--- config.mk ---
export PLATFORM = sky130hd
export DESIGN_NAME = prng_lfsr_gen
export DESIGN_NICKNAME = d
export VERILOG_FILES = /design/src/rtl/prng_lfsr_gen.sv
export SDC_FILE = /design/constraint.sdc
export NUM_CORES = 1
export LEC_CHECK = 0
export BUFFER_PORTS_ARGS = -buffer_cell sky130_fd_sc_hd__buf_4
export CORE_ASPECT_RATIO = 1.1
export CORE_MARGIN = 8
export CORE_UTILIZATION = 34
export CTS_BUF_LIST = sky130_fd_sc_hd__clkbuf_8
export DETAILED_ROUTE_END_ITERATION = 12
export PLACE_DENSITY = 0.49
export SYNTH_ARGS = -nofsm -noshare
export SYNTH_HDL_FRONTEND = slang
export SYNTH_SLANG_ARGS = --single-unit
export TNS_END_PERCENT = 20
--- constraint.sdc ---
create_clock -name clk_i -period 6.5 [get_ports clk_i]
set_clock_uncertainty 0.1 [all_clocks]
set_input_delay 0.65 -clock clk_i [delete_from_list [all_inputs] [get_ports clk_i]]
set_output_delay 0.65 -clock clk_i [all_outputs]
set_load 0.005 [all_outputs]
--- src/rtl/prng_lfsr_gen.sv ---
// Galois-LFSR random word generator with start/stop FSM, zero-seed check and FWFT output FIFO.
// Define PRNG_HEALTH_EN to add the repeated-word health test that halts generation on failure.
module prng_lfsr_gen #(
  parameter int unsigned WIDTH      = 128,
  parameter int unsigned OUT_W      = 64,
  parameter int unsigned STEPS      = 8,
  parameter int unsigned FIFO_DEPTH = 4,
  parameter int unsigned REPEAT_LIM = 4
) (
  input  logic             clk_i,
  input  logic             rst_i,
  input  logic             cfg_we_i,
  input  logic             cfg_sel_i,
  input  logic [WIDTH-1:0] cfg_wdata_i,
  input  logic             lock_i,
  input  logic             start_i,
  input  logic             stop_i,
  output logic             busy_o,
  output logic             seed_err_o,
  output logic [OUT_W-1:0] rand_o,
  output logic             rand_valid_o,
  input  logic             rand_ready_i,
  output logic [31:0]      count_o,
  output logic             health_fail_o
);

  localparam int unsigned PTR_W = (FIFO_DEPTH > 1) ? $clog2(FIFO_DEPTH) : 1;
  localparam int unsigned CNT_W = (STEPS > 1) ? $clog2(STEPS) : 1;
  localparam logic [CNT_W-1:0] LAST_STEP = CNT_W'(STEPS - 1);
  localparam logic [PTR_W:0]   FULL_LVL  = (PTR_W + 1)'(FIFO_DEPTH);

  typedef enum logic [1:0] {
    S_IDLE = 2'd0,
    S_LOAD = 2'd1,
    S_GEN  = 2'd2
  } state_e;

  state_e           fsm_q, fsm_d;
  logic [WIDTH-1:0] seed_q, poly_q, lfsr_q, lfsr_nxt_c;
  logic [CNT_W-1:0] step_q;
  logic [31:0]      count_q;
  logic             seed_err_q;

  logic [OUT_W-1:0] mem_q [FIFO_DEPTH];
  logic [PTR_W-1:0] wr_ptr_q, rd_ptr_q;
  logic [PTR_W:0]   fill_q;

  logic             empty_c, full_c, pop_c, push_c, step_c, load_c;
  logic             start_try_c, start_ok_c, health_blk_c, health_trip_c;
  logic [OUT_W-1:0] word_c;

  assign lfsr_nxt_c = lfsr_q[0] ? ((lfsr_q >> 1) ^ poly_q) : (lfsr_q >> 1);
  assign word_c     = lfsr_nxt_c[OUT_W-1:0];

  assign empty_c = (fill_q == '0);
  assign full_c  = (fill_q == FULL_LVL);
  assign pop_c   = !empty_c && rand_ready_i;

  // stop_i dominates start_i; a failed health test blocks any restart
  assign start_try_c = (fsm_q == S_IDLE) && start_i && !stop_i && !health_blk_c;
  assign start_ok_c  = start_try_c && (seed_q != '0);

  always_ff @(posedge clk_i) begin
    if (rst_i) fsm_q <= S_IDLE;
    else       fsm_q <= fsm_d;
  end

  always_comb begin
    fsm_d = fsm_q;
    unique case (fsm_q)
      S_IDLE:  if (start_ok_c) fsm_d = S_LOAD;
      S_LOAD:  fsm_d = stop_i ? S_IDLE : S_GEN;
      S_GEN:   if (stop_i) fsm_d = S_IDLE;
      default: fsm_d = S_IDLE;
    endcase
    if (health_trip_c) fsm_d = S_IDLE;
  end

  // The word-producing step also fires in a stop cycle so an in-flight push completes
  always_comb begin
    load_c = 1'b0;
    step_c = 1'b0;
    push_c = 1'b0;
    unique case (fsm_q)
      S_LOAD: load_c = !stop_i;
      S_GEN: begin
        if (step_q != LAST_STEP) step_c = 1'b1;
        else                     push_c = !full_c || pop_c;
      end
      default: ;
    endcase
  end

  always_ff @(posedge clk_i) begin
    if (rst_i) begin
      seed_q     <= '0;
      poly_q     <= '0;
      lfsr_q     <= '0;
      step_q     <= '0;
      count_q    <= '0;
      seed_err_q <= 1'b0;
    end else begin
      if (cfg_we_i && !lock_i && !cfg_sel_i)                     seed_q <= cfg_wdata_i;
      if (cfg_we_i && !lock_i && cfg_sel_i && fsm_q == S_IDLE)   poly_q <= cfg_wdata_i;
      if (start_try_c) seed_err_q <= (seed_q == '0);
      if (load_c) begin
        lfsr_q <= seed_q;
        step_q <= '0;
      end else if (step_c) begin
        lfsr_q <= lfsr_nxt_c;
        step_q <= step_q + CNT_W'(1);
      end else if (push_c) begin
        lfsr_q <= lfsr_nxt_c;
        step_q <= '0;
      end
      if (push_c) count_q <= count_q + 32'd1;
    end
  end

  // First-word-fall-through FIFO; a health trip discards its contents
  always_ff @(posedge clk_i) begin
    if (rst_i) begin
      wr_ptr_q <= '0;
      rd_ptr_q <= '0;
      fill_q   <= '0;
      for (int i = 0; i < int'(FIFO_DEPTH); i++) mem_q[i] <= '0;
    end else if (health_trip_c) begin
      wr_ptr_q <= '0;
      rd_ptr_q <= '0;
      fill_q   <= '0;
    end else begin
      if (push_c) begin
        mem_q[wr_ptr_q] <= word_c;
        wr_ptr_q        <= wr_ptr_q + PTR_W'(1);
      end
      if (pop_c) rd_ptr_q <= rd_ptr_q + PTR_W'(1);
      unique case ({push_c, pop_c})
        2'b10:   fill_q <= fill_q + (PTR_W + 1)'(1);
        2'b01:   fill_q <= fill_q - (PTR_W + 1)'(1);
        default: fill_q <= fill_q;
      endcase
    end
  end

`ifdef PRNG_HEALTH_EN
  localparam int unsigned REP_W = $clog2(REPEAT_LIM + 1);

  logic [OUT_W-1:0] last_q;
  logic [REP_W-1:0] rep_q, rep_nxt_c;
  logic             health_fail_q;

  // rep_q is the length of the current run of identical pushed words (0 = nothing pushed yet)
  always_comb begin
    rep_nxt_c = REP_W'(1);
    if (rep_q != '0 && word_c == last_q) rep_nxt_c = rep_q + REP_W'(1);
  end

  assign health_trip_c = push_c && (rep_nxt_c >= REP_W'(REPEAT_LIM));
  assign health_blk_c  = health_fail_q;

  always_ff @(posedge clk_i) begin
    if (rst_i) begin
      last_q        <= '0;
      rep_q         <= '0;
      health_fail_q <= 1'b0;
    end else if (push_c) begin
      last_q <= word_c;
      rep_q  <= rep_nxt_c;
      if (health_trip_c) health_fail_q <= 1'b1;
    end
  end

  assign health_fail_o = health_fail_q;
`else
  assign health_trip_c = 1'b0;
  assign health_blk_c  = 1'b0;
  assign health_fail_o = 1'b0;
`endif

  assign busy_o       = (fsm_q != S_IDLE);
  assign seed_err_o   = seed_err_q;
  assign rand_valid_o = !empty_c;
  assign rand_o       = empty_c ? '0 : mem_q[rd_ptr_q];
  assign count_o      = count_q;

endmodule

==> results of run 1 <==
[how the worst max path moves through the flow]
| stage | cells past startpoint | slack, ps | to |
|---|---|---|---|
| detailed placement | 7 | 2660 | lfsr_q[110] |
| CTS | 4 | 2200 | rand_o[25] |
| finish | 4 | 2430 | rand_o[25] |
| global placement | 7 | 2760 | lfsr_q[89] |
| global route | 4 | 2120 | rand_o[25] |
| floorplan | 8 | -280 | mem_q[1][0] |
[state kept, by name, summed over array words and instances (netlist names), named ones only]
name and flops:
rd_ptr_q 2, count_o 32, step_q 3, mem_q 256, seed_err_o 1, poly_q 128, seed_q 128, fsm_q 2
lfsr_q 128, wr_ptr_q 2, fill_q 3
[cell families (layout without fill, tap and decap cells)]
kind of cell	count (synthesis)	count (layout)	synth area share, %
mux	73	73	5.13
xor+xnor	138	138	4.02
fa+ha+maj	5	5	0.233
simple gates	1258	1258	18.0
flops	687	687	54.2
compound gates	690	690	14.4
buf+inv	286	528	4.00
other cells	1	4	0.0125
[per-stage QoR]
stage	power (mW)	worst slack (ps)	cells	util [%]	TNS, ps
after detailed placement	5.28	2660	4287	37.0	0
after global routing	9.48	2120	4541	40.1	0
after global placement	5.26	2760	4287	37.0	0
after floorplan	5.04	-280	3138	-	-49810
final	9.10	2430	4543	40.1	0
after CTS	9.23	2200	4540	40.1	0
[area by class of cell]
| type | instances | area (µm²) |
|---|---|---|
| fill | 8824 | 52600 |
| sequential | 687 | 16300 |
| multi-input combinational | 2165 | 12700 |
| timing repair buffer | 297 | 2340 |
| clock buffer | 150 | 2060 |
| tap | 1160 | 1450 |
| clock inverter | 70 | 337 |
| inverter | 11 | 41.3 |
| antenna | 3 | 7.51 |
[tightest hold or removal path, cell delays in order]
cell and delay (ps):
buf_4 110, nand2_1 50, a21oi_1 50
[cell usage after synthesis, types with 4 or more instances]
cell type / number
o41ai_1: 4
inv_1: 11
nand4_1: 14
nor4_1: 38
buf_1: 21
dfxtp_1: 431
nor2_1: 151
or3_1: 11
a211o_1: 126
clkbuf_1: 183
ha_1: 4
or4_1: 8
buf_4: 4
xor2_1: 70
mux4_2: 64
or2_2: 5
nor3_1: 134
mux2_1: 6
buf_2: 60
nand3_1: 17
nand2_1: 781
nor2b_1: 9
and2_1: 68
buf_6: 5
o21ai_0: 12
o211ai_1: 63
xnor2_1: 68
o31ai_1: 7
a21oi_1: 402
edfxtp_1: 256
a211oi_1: 64
[metal layers]
layer / share of wire (%) / up-vias / routed length, µm / GRT usage, %
met2: 49 / 577 / 45700 / 31.5
li1: - / 11300 / - / -
met3: 5.2 / 140 / 4910 / 3.42
met1: 43 / 11800 / 40500 / 23.5
met4: 2.6 / 8 / 2430 / 6.29
met5: 0.057 / - / 53 / 0
[report_power, final]
group	leakage, nW	switching [mW]	total, mW	internal, mW
clock network	1.42	1.80	3.90	2.10
registers	6.08	0.0700	4.66	4.59
logic	4.72	0.329	0.533	0.204
==> run_results.csv, run 1 <==
group,metric,value,unit
run_status,run_status,"complete, no violations",
global_route,grt_usage,18.5,%
min_path,hp-class,"primary input to register",
synthesis,yosysSeqAreaShare,54.2,%
power,p_per_area,258,nW/µm²
routing,detail_route.iter0.violations,1575,
critical_path,crit_path_cell_trace,"buf_4, mux4_2, and2_1, buf_4",
synthesis,ys_ff_latch,687,
die,design.die.area,98300,µm²
timing,relSlewSlack,11.5,%
synthesis,synth-edff-count,256,
routing,wirelength,93600,µm
die,coreArea,87900,µm²
synthesis,synth.largest_area_cell,"dfxtp_1",
synthesis,synth_warnings,0,
timing,final_max_slew_viol_count,0,
die,num_io_pins,236,
global_route,grt_pass1_vias,24600,
power,p_leak,12.2,nW
synthesis,synthCells,3138,
critical_path,r2r-start,"step_q[0]",
clock_tree,clk_pin_slew,60,ps
timing,finalCritPeriodShare,62.6,%
critical_path,rr_worst_depth,6,
synthesis,synth_top_area_share,28.7,%
timing,tightest_slew,1330,ps
clock_tree,cts_inserted_buffers,118,
global_route,grt_max_degree,232,
place,placed_cell_area,32500,µm²
place,dpl.hpwl,54700,µm
finish,final_common_cell,"nand2_1",
critical_path,crit_path_end_kind,"output port",
global_route,antenna_found_initial,8,
clock_tree,clock_sinks,687,
timing,fin_crit,4070,ps
critical_path,critPathMaxStageDelay,790,ps
min_path,holdPathStages,3,
timing,hold_viol,0,
die,die_x,300,µm
critical_path,path_common_cell,"buf_4",
power,max-vdd-ir-drop,0.158,mV
finish,fin_area,35300,µm²
critical_path,reg2reg_slack,2790,ps
clock_tree,cts_root_buffer,"clkbuf_8",
timing,finalSetupViolations,0,
routing,post-route-drc-count,0,
routing,vias_per_cell,5.25,
finish,area_growth,17.2,%
finish,nNetsFinal,3421,
place,port_buffers,234,
synthesis,yosys.cell_types.count,55,
synthesis,synthesis.nets,3279,
clock_tree,cts-resized-gates,0,
routing,vias,23900,
critical_path,cp-start-kind,"register",
synthesis,syn_avg_cell_area,9.59,µm²
finish,mostFrequentLayoutCells,"779 x nand2_1, 428 x dfxtp_1, 402 x a21oi_1",
finish,drive_above_1_share,15.6,%
synthesis,syn_area,30100,µm²
clock_tree,cts.path.max_buffers,3,
routing,drt_pass1_iterations,7,
global_route,gr-total-overflow,0,
place,gp_congestion,0.767,
clock_tree,post-cts-setup-buffers,0,
critical_path,worstReg2RegEnd,"mem_q[1][19]",
critical_path,cp.arrival,3320,ps
clock_tree,clk_latency,740,ps
run,maxCapViolCount,0,
synthesis,synth.area.top_cells,"dfxtp_1 29%, edfxtp_1 26%, nand2_1 9.7%, a21oi_1 6.7%, mux4_2 4.8%",
timing,max_freq,246,MHz
clock_tree,cts-htree-levels,3,
min_path,hp-start,"cfg_wdata_i[12]",
routing,wl_per_cell,20.6,µm
critical_path,crit_required,5750,ps
global_route,grt_pass1_wl,145000,µm
routing,ant_nets,0,
min_path,hold_end,"seed_q[12]",
die,die_y,328,µm
critical_path,cp_max_fo,35,
timing,hold_slack,78.9,ps
die,rows,114,
critical_path,critPathTopFamily,"buffers and inverters",
critical_path,crit_path_top_delay_cell,"dfxtp_4",
critical_path,critical_path_class,"register to output port",
clock_tree,hold_buffers,33,
synthesis,postSynth.topFlopCell,"dfxtp_1",
timing,rsz0062_at_grt,"no",
critical_path,worst-path-buf-inv,2,
synthesis,synthArstFlopShare,0,%
die,start_util,34.2,%
clock_tree,cts_tree,"built",
No activity file was read; power rests on OpenSTA's default activity.
==> run 2, diff against run 1 <==
--- a/config.mk
+++ b/config.mk
@@ -11,7 +11,7 @@
 export CORE_UTILIZATION = 34
 export CTS_BUF_LIST = sky130_fd_sc_hd__clkbuf_8
 export DETAILED_ROUTE_END_ITERATION = 12
-export PLACE_DENSITY = 0.49
+export PLACE_DENSITY = 0.47
 export SYNTH_ARGS = -nofsm -noshare
 export SYNTH_HDL_FRONTEND = slang
 export SYNTH_SLANG_ARGS = --single-unit
==> constraint.sdc (replaced) <==
create_clock -name clk_i -period 3.9 [get_ports clk_i]
set_clock_uncertainty 0.1 [all_clocks]
set_input_delay 0.39 -clock clk_i [delete_from_list [all_inputs] [get_ports clk_i]]
set_output_delay 0.39 -clock clk_i [all_outputs]
set_load 0.005 [all_outputs]
==> run_results.csv, run 2 (same netlist as run 1, synthesis figures left out) <==
group,metric,value,unit
finish,area_growth,21.9,%
global_route,grt_pass1_vias,24700,
power,max-vdd-ir-drop,0.238,mV
clock_tree,post-cts-setup-buffers,0,
timing,fin_crit,3180,ps
timing,finalCritPeriodShare,81.5,%
clock_tree,cts.path.max_buffers,3,
place,port_buffers,234,
timing,max_freq,315,MHz
global_route,grt_usage,18.7,%
finish,postLayoutCoreUtil,41.7,%
timing,rsz0062_at_grt,"no",
die,rows,114,
critical_path,worstReg2RegEnd,"mem_q[1][39]",
finish,fin_area,36700,µm²
min_path,hold_end,"seed_err_o",
finish,drive_above_1_share,15.7,%
place,gp_congestion,0.778,
routing,wirelength,94800,µm
routing,vias_per_cell,5.21,
clock_tree,clock_sinks,687,
place,dpl.hpwl,57400,µm
timing,final_max_slew_viol_count,0,
clock_tree,cts_inserted_buffers,117,
die,start_util,34.2,%
critical_path,crit_required,4200,ps
die,coreArea,87900,µm²
run,maxCapViolCount,0,
finish,mostFrequentLayoutCells,"779 x nand2_1, 428 x dfxtp_1, 402 x a21oi_1",
timing,hold_viol,0,
min_path,holdPathStages,4,
clock_tree,cts_tree,"built",
critical_path,critical_path_class,"register to register",
finish,largest_register_ffs,256,
routing,post-route-drc-count,0,
global_route,grt_pass1_wl,146000,µm
timing,tightest_slew,1260,ps
timing,finalSetupViolations,0,
finish,register_area,16300,µm²
run_status,run_status,"complete, no violations",
critical_path,cp-start-kind,"register",
min_path,hp-start,"start_i",
global_route,gr-total-overflow,0,
clock_tree,clk_latency,750,ps
critical_path,cp.arrival,3480,ps
finish,nNetsFinal,3549,
finish,multi_input_area,12700,µm²
die,die_x,300,µm
power,p_per_area,417,nW/µm²
routing,vias,24400,
clock_tree,cts_root_buffer,"clkbuf_8",
die,die_y,328,µm
power,p_leak,12.9,nW
critical_path,rr_worst_depth,6,
critical_path,r2r-start,"step_q[0]",
min_path,hp-class,"primary input to register",
finish,final_common_cell,"nand2_1",
routing,ant_nets,0,
routing,detail_route.iter0.violations,1507,
place,placed_cell_area,32900,µm²
routing,drt_pass1_iterations,5,
clock_tree,clk_pin_slew,60,ps
global_route,grt_max_degree,210,
critical_path,crit_path_end_kind,"register",
finish,largest-register,"mem_q",
finish,fillerInstances,8811,
critical_path,cp_max_fo,23,
die,num_io_pins,236,
clock_tree,cts-htree-levels,3,
global_route,antenna_found_initial,15,
timing,relSlewSlack,16.0,%
critical_path,reg2reg_slack,720,ps
routing,wl_per_cell,20.3,µm
die,design.die.area,98300,µm²
[run 2: cell types whose count changed in the layout (fill, tap and decap cells not counted), moves of 2 or more]
cell,change
buf_4,+10
dlygate4sd3_1,+104
clkinvlp_4,-2
clkbuf_8,-5
clkinv_2,+3
buf_12,+15
bufinv_16,+2
diode_2,+6
[run 2: area by class of cell]
class	instances	share of cell area (%)
Tap cell	1160	3.96
Clock inverter	74	1.07
Antenna cell	9	0.0614
Timing Repair Buffer	426	10.3
Multi-Input combinational cell	2165	34.6
Inverter	11	0.113
Sequential cell	687	44.5
Clock buffer	145	5.44
[run 2: power by group]
group          internal [mW]  total (mW)  switching (mW)
registers               7.65        7.77           0.121
clock network           3.53        6.52            2.99
logic                  0.428       0.995           0.567
total                   11.6        15.3            3.68
[run 2: worst max-delay path by stage]
stage                      start      endpoint  slack (ps)  cells past startpoint
finish                 step_q[0]  mem_q[1][39]         720                      6
global route           fill_q[0]   count_o[28]         500                      5
CTS                     register    rand_o[53]         650                      4
detailed placement  rand_ready_i   count_o[28]         690                      6
global placement    rand_ready_i   count_o[28]         700                      6
floorplan              step_q[0]   mem_q[1][0]       -1150                      8
[run 2: critical path, cell delays in order, from the launching register on]
cell     delay, ps
dfxtp_1        360
ha_1           160
ha_1           330
and3b_4        510
nand2_1        350
o21ai_4        740
buf_12         280
[run 2: routing by layer]
metal | track usage, % | part of all wire, %
met5 | 0 | 0.080
met4 | 6.20 | 2.6
met3 | 3.27 | 5.5
met2 | 31.9 | 49
met1 | 23.9 | 43
[run 2: per-stage QoR]
stage	TNS [ps]	power, mW	std cells	setup WS [ps]	hold slack [ps]
floorplan	-217080	8.40	3138	-1150	337
global placement	0	8.79	4312	704	341
detailed placement	0	8.82	4312	693	347
CTS	0	15.5	4668	654	46.2
global route	0	15.9	4672	498	132
finish	0	15.3	4677	721	139
[run 2: timing repair]
item                       4_1_cts  5_1_grt
gates resized for setup          0        0
setup endpoints to repair        0        0
hold buffers                   137        0
hold endpoints to repair       288        0
